$ cat config.mk
export PLATFORM = sky130hd
export DESIGN_NAME = lt24_frame_sequencer
export DESIGN_NICKNAME = d
export VERILOG_FILES = /design/src/rtl/lt24_frame_sequencer.sv
export SDC_FILE = /design/constraint.sdc
export NUM_CORES = 1
export LEC_CHECK = 0
export CAP_MARGIN = 20
export CELL_PAD_IN_SITES_DETAIL_PLACEMENT = 0
export CELL_PAD_IN_SITES_GLOBAL_PLACEMENT = 1
export CORE_MARGIN = 4
export CORE_UTILIZATION = 44
export CTS_CLUSTER_DIAMETER = 30
export CTS_CLUSTER_SIZE = 28
export DETAILED_ROUTE_END_ITERATION = 16
export PLACE_DENSITY = 0.85
export SYNTH_ARGS = -nofsm -noshare
export SYNTH_HDL_FRONTEND = slang
export SYNTH_SLANG_ARGS = --single-unit
export TNS_END_PERCENT = 50
$ cat constraint.sdc
create_clock -name clk -period 3.7 [get_ports clk]
set_input_delay 0.555 -clock clk [delete_from_list [all_inputs] [get_ports clk]]
set_output_delay 0.555 -clock clk [all_outputs]
set_load 0.05 [all_outputs]
$ cat src/rtl/lt24_frame_sequencer.sv
// Frame sequencer for lt24_lcd_driver: streams a framebuffer or paints a fill
// colour as whole frames, two en cycles per pixel.
module lt24_frame_sequencer #(
  parameter int H_RES  = 320,
  parameter int V_RES  = 240,
  parameter int ADDR_W = 17
) (
  input  logic              clk,
  input  logic              reset,
  input  logic              en,
  input  logic              initialized,
  input  logic              frame_req,
  input  logic              fill_req,
  input  logic [15:0]       fill_color,
  input  logic [15:0]       fb_rdata,
  output logic [ADDR_W-1:0] fb_addr,
  output logic              fb_rd,
  output logic [15:0]       pixel_rgb,
  output logic              print,
  output logic              busy,
  output logic              frame_done
);

  localparam int N = H_RES * V_RES;
  localparam logic [ADDR_W-1:0] LAST = ADDR_W'(N - 1);
  localparam logic [ADDR_W-1:0] ONE  = ADDR_W'(1);

  typedef enum logic [2:0] {
    IDLE, RD0, WAIT0, SEND_A, SEND_B, DONE
  } state_t;

  state_t            state;
  logic [ADDR_W-1:0] cnt;
  logic [ADDR_W-1:0] cnt_nx;
  logic              pend_s;
  logic              pend_f;
  logic              is_fill;
  logic [15:0]       col_reg;
  logic [15:0]       pix_src;
  logic              more;
  logic              start;
  logic              start_f;
  logic              abort;

  assign cnt_nx  = cnt + ONE;
  assign more    = (cnt != LAST);
  assign pix_src = is_fill ? col_reg : fb_rdata;
  assign start   = (state == IDLE) && initialized
                 && (pend_f || pend_s);
  assign start_f = start && pend_f;
  assign abort   = !initialized && (state != IDLE)
                 && (state != DONE);

  // Read one pixel ahead so the RAM data lands in the SEND_B cycle.
  assign fb_rd = en && !is_fill
               && ((state == RD0) || ((state == SEND_A) && more));

  always_ff @(posedge clk or negedge reset) begin
    if (!reset) begin
      state      <= IDLE;
      cnt        <= '0;
      pend_s     <= 1'b0;
      pend_f     <= 1'b0;
      is_fill    <= 1'b0;
      col_reg    <= '0;
      fb_addr    <= '0;
      pixel_rgb  <= '0;
      print      <= 1'b0;
      busy       <= 1'b0;
      frame_done <= 1'b0;
    end else if (en) begin
      pend_s <= (pend_s && !(start && !pend_f)) || frame_req;
      pend_f <= (pend_f && !start_f) || fill_req;
      if (fill_req) col_reg <= fill_color;
      if (abort) begin
        state <= IDLE;
        print <= 1'b0;
        busy  <= 1'b0;
      end else begin
        unique case (state)
          IDLE: begin
            if (start) begin
              state   <= RD0;
              busy    <= 1'b1;
              is_fill <= pend_f;
              fb_addr <= '0;
            end
          end
          RD0: state <= WAIT0;
          WAIT0: begin
            state     <= SEND_A;
            pixel_rgb <= pix_src;
            cnt       <= '0;
            print     <= 1'b1;
            if (LAST != '0) fb_addr <= ONE;
          end
          SEND_A: state <= SEND_B;
          SEND_B: begin
            if (more) begin
              state     <= SEND_A;
              pixel_rgb <= pix_src;
              cnt       <= cnt_nx;
              if (cnt_nx != LAST) fb_addr <= cnt_nx + ONE;
            end else begin
              state      <= DONE;
              print      <= 1'b0;
              frame_done <= 1'b1;
            end
          end
          DONE: begin
            state      <= IDLE;
            frame_done <= 1'b0;
            busy       <= 1'b0;
          end
          default: state <= IDLE;
        endcase
      end
    end
  end

endmodule
After elaboration in Yosys (flattened, before gate mapping) --
Index checks and enable logic that the tools add are counted.
Word-level totals: flip-flop bits (word level) 75, input port bits 38, output and inout bits 37, word-level logic and storage cells 84
Cells by class: $add $sub $neg 2, equality and inequality tests 14, muxes and demuxes 21, bitwise logic cells 1, reductions and logical operators 35
Operators by type and width (count):
- $mux 17 | 4
- $pmux 17 s3 | 1
- $add 17x1->17 const B | 2
- $ne 17x17->1 const B | 2
- $pmux 17 s2 | 1
- $mux 16 | 2
- $pmux 16 s2 | 1
- $pmux 3 s5 | 1
- $reduce_and 4->1 | 3
- $reduce_bool 3->1 | 4
- $logic_and 1x1->1 | 11
- $mux 3 | 3
- $ne 3x3->1 const B | 3
- $ne 2x2->1 const B | 4
- $eq 3x2->1 const B | 2
- $eq 3x3->1 const B | 2
- $pmux 1 s2 | 3
- $reduce_and 3->1 | 2
- $reduce_and 6->1 | 1
- $logic_not 1->1 | 5
- $mux 1 | 5
- $logic_or 1x1->1 | 4
- $reduce_and 2->1 | 2
- $reduce_bool 2->1 | 2
- other kinds (3) | 3

Depth between registers and ports, before layout --
depth after elaboration 7, gate-level depth with buffers 12, depth with buffers taken out 8

Least setup slack after synthesis --
No wires, ideal clock.
path type flip-flop to output port, from reg cnt[1], to out fb_rd, arrival time 2162 ps, data required time 3145 ps, setup slack 983 ps, stages on the path, launching flop included 8, path buffers 2, cell sequence dfrtp_1 > ha_1 > buf_2 > and3_1 > buf_2 > nand2_1 > nor2_1 > a21oi_1
Between the ends: cells in the longest elaborated chain, start to end 4
Ends and longest elaborated chain:
- from (decl) | RTL line 33 | logic [ADDR_W-1:0] cnt;
- from (signal assigned) | RTL line 102 | cnt <= cnt_nx;
- $ne 17x17->1 | RTL line 46 | assign more = (cnt != LAST);
- $logic_and 1x1->1 | RTL line 56 | && ((state == RD0) || ((state == SEND_A) && more));
- $logic_or 1x1->1 | RTL line 56
- $logic_and 1x1->1 | RTL line 56
- to (decl) | RTL line 17 | output logic fb_rd,
Every way passes these cells.

Final worst setup path --
from reg cnt[0], to out fb_rd
Same word-level chain as after synthesis.

==> results.sh <==
export IMPL_grt_ovfl_total=0
export IMPL_finalMaxSlewViolations=0
export IMPL_ys_warn_count=0
export IMPL_initial_core_util_pct=45.1
export IMPL_finalHoldViolCount=0
export IMPL_r2r_slack_ns=0.62
export IMPL_clkPwrFrac_pct=21.8
export IMPL_cts_path_max_buffers=2
export IMPL_syn_avg_cell_area_um2=9.58
export IMPL_clock_fmax_mhz=322
export IMPL_period_needed_ns=3.11
export IMPL_endpoint_kind="primary output"
export IMPL_io_pins=75
export IMPL_clock_root_buffer="clkbuf_8"
export IMPL_r2r_start="cnt[0]"
export IMPL_finalNetCount=527
export IMPL_status="finished, final reports clean"
export IMPL_cts_buffers=9
export IMPL_critical_path_max_fanout=14
export IMPL_synthesis_area_um2=4150
export IMPL_critPathArrivalTime_ns=2.55
export IMPL_slowest_delay_ns=0.60
export IMPL_drive_gt1_share_pct=10.6
export IMPL_power_mw=2.90
export IMPL_drtIter0Drc=133
export IMPL_via_per_inst=5.49
export IMPL_grt_max_degree=76
export IMPL_rsz0062_at_grt="no"
export IMPL_crit_chain="ha_2 > and3_1 > nand2_1 > nor2_1 > a21oi_1 > dlymetal6s2s_1"
export IMPL_gp_congestion=0.847
export IMPL_post_place_ws_ns=0.506
export IMPL_syn_nets=473
export IMPL_setup_viol=0
export IMPL_synth_ff_type="dfrtp_1"
export IMPL_p_switching_mw=1.19
export IMPL_reg2reg_to="fb_addr[15]"
export IMPL_track_usage_pct=17.6
export IMPL_antenna_left=0
export IMPL_async_flop_share_pct=100
export IMPL_max_slew_margin_rel_pct=36.9
export IMPL_die_y_um=105
export IMPL_die_area_um2=11000
export IMPL_cap_viol_max_count=0
export IMPL_antennaDiodeCount=0
export IMPL_ir_worst_vdd_mv=0.453
export IMPL_layout_commonest_cell="dfrtp_1"
export IMPL_seqCellArea_um2=1880
export IMPL_core_um2=9200
export IMPL_ff2ff_path_depth=7
export IMPL_setup_tns_ns=0
export IMPL_antenna_found_initial=0
export IMPL_critPathKind="reg2out"
export IMPL_top_regs="cnt x17, fb_addr x17"
export IMPL_clock_latency_ns=0.35
export IMPL_comb_power_share_pct=39.3
export IMPL_cts_tree="yes"
export IMPL_wl_per_cell_um=15.6
export IMPL_clk_pin_slew_worst_paths_ns=0.09
export IMPL_die_w_um=105
export IMPL_grt_pass1_vias=3198
export IMPL_crit_cells=6
export IMPL_num_rows=35
export IMPL_fin_util_pct=55.3
export IMPL_synth_edff_count=0
export IMPL_fill_cells=849
export IMPL_p_leak_nw=2.06
export IMPL_dp_final_hpwl_um=6520
export IMPL_final_period_utilization_pct=84.0
export IMPL_multi_input_area_um2=2080
export IMPL_ys_ff_latch=75
export IMPL_tightest_slew_ns=0.946
export IMPL_drc=0
export IMPL_p_seq_share_pct=38.9
export IMPL_critPathLaunchType="register"
export IMPL_cts_max_level=3
export IMPL_cts_setup_buffers=0
export IMPL_port_buffers=74
export IMPL_grt_pass1_wl_um=15900
export IMPL_drt_wl_total_um=9390
export IMPL_synth_sequential_area_ratio_pct=45.2
export IMPL_intPower_mw=1.72
export IMPL_firstDrtPassIters=4
export IMPL_cts_sinks=75
export IMPL_area_growth_pct=22.6
export IMPL_worst_slack_ns=0.592
export IMPL_p_sw_share_pct=40.8
export IMPL_finClkSkew_ns=0.0105
export IMPL_synthCells=433
export IMPL_crit_family="simple AND/OR/NAND/NOR gates"
export IMPL_crit_buf_inv=1
export IMPL_mostFrequentLayoutCells="dfrtp_1 (75), clkdlybuf4s50_1 (72), nand2_1 (55), nor2_1 (34), o21ai_0 (29)"
export IMPL_required_ns=3.14
export IMPL_cp_slowest_cell="dfrtp_1"
export IMPL_yosysUniqueCellTypes=56
export IMPL_hp_class="in2async"
export IMPL_powerDensity_nw_per_um2=571
export IMPL_vias=3308
[area by class of cell]
| cell class | instances | share of cell area [%] |
|---|---|---|
| multi-input combinational | 317 | 41.0 |
| clock buffer | 9 | 2.44 |
| tap | 111 | 2.73 |
| sequential | 75 | 36.9 |
| clock inverter | 7 | 1.35 |
| timing repair buffer | 78 | 15.2 |
| inverter | 6 | 0.443 |
[worst register-to-register path: cells and delay by family (launching register included)]
| kind | cells | cell delay [ns] |
|---|---|---|
| compound gates | 2 | 0.51 |
| fa+ha+maj | 1 | 0.39 |
| flops | 1 | 0.60 |
| simple gates | 4 | 1.48 |
[how the worst max path moves through the flow]
stage / slack (ns) / from / to
2_1_floorplan: 0.98 / cnt[1] / fb_rd
3_3_place_gp: 0.61 / cnt[0] / fb_rd
3_5_place_dp: 0.51 / cnt[0] / fb_rd
4_1_cts: 0.1 / cnt[0] / fb_rd
5_1_grt: 0.29 / cnt[0] / cnt[9]
6_report: 0.59 / cnt[0] / fb_rd
[power groups by stage]
stage / combinational, mW / clock [mW] / sequential (mW)
after floorplan: 0.441 / 0 / 1.47
after global placement: 1.13 / 0 / 1.14
after detailed placement: 1.15 / 0 / 1.14
after CTS: 1.15 / 0.652 / 1.13
after global routing: 1.22 / 0.697 / 1.16
final: 1.14 / 0.633 / 1.13
[what timing repair did]
action	in CTS	in global routing
gates resized for setup	0	2
hold buffers	0	0
endpoints found under the setup margin	0	1
[stage by stage]
stage                     hold WS [ns]  std cells  instance area, um^2
after floorplan                  0.259        433                 4150
after global placement           0.460        587                 4890
after detailed placement         0.466        587                 4890
after CTS                        0.393        603                 5080
after global routing             0.426        603                 5090
final                            0.347        603                 5090
[routing by layer]
layer	GRT usage [%]	wire length (um)
met1	24.5	4430
met2	25.9	4130
met3	4.63	641
met4	7.12	191
met5	0	0
[cells by family (layout without fill, tap and decap cells)]
| logic type | count (synthesis) | after routing | synth area share, % |
|---|---|---|---|
| adders and majority gates | 2 | 2 | 0.603 |
| xor gates and xnor gates | 34 | 34 | 7.18 |
| buffers and inverters | 41 | 100 | 4.67 |
| and+or+nand+nor | 145 | 145 | 17.9 |
| AOI/OAI and AO/OA | 102 | 102 | 15.7 |
| muxes | 34 | 34 | 8.72 |
| DFF | 75 | 75 | 45.2 |
[cell usage after synthesis (3+ instances only)]
master / n / share of area (%)
clkbuf_1: 19 / 1.7
nand4_1: 3 / 0.45
nand2b_1: 3 / 0.45
inv_1: 6 / 0.54
nor2b_1: 4 / 0.60
nand2_1: 55 / 5.0
xnor2_1: 28 / 5.9
mux2i_1: 17 / 4.1
nor4_1: 4 / 0.60
and3_1: 3 / 0.45
a31oi_1: 5 / 0.75
buf_4: 6 / 1.1
o211ai_1: 5 / 0.90
o21ai_0: 29 / 3.5
nand3_1: 5 / 0.60
mux2_2: 17 / 4.6
dfrtp_1: 75 / 45
nand3b_1: 4 / 0.72
o31ai_1: 19 / 3.4
and2_1: 3 / 0.45
nor3_1: 8 / 0.97
a21oi_1: 26 / 3.1
nor2_1: 34 / 3.1
a22o_1: 4 / 0.84
buf_2: 7 / 0.84
xor2_1: 6 / 1.3
(Power assumes the default switching activity.)
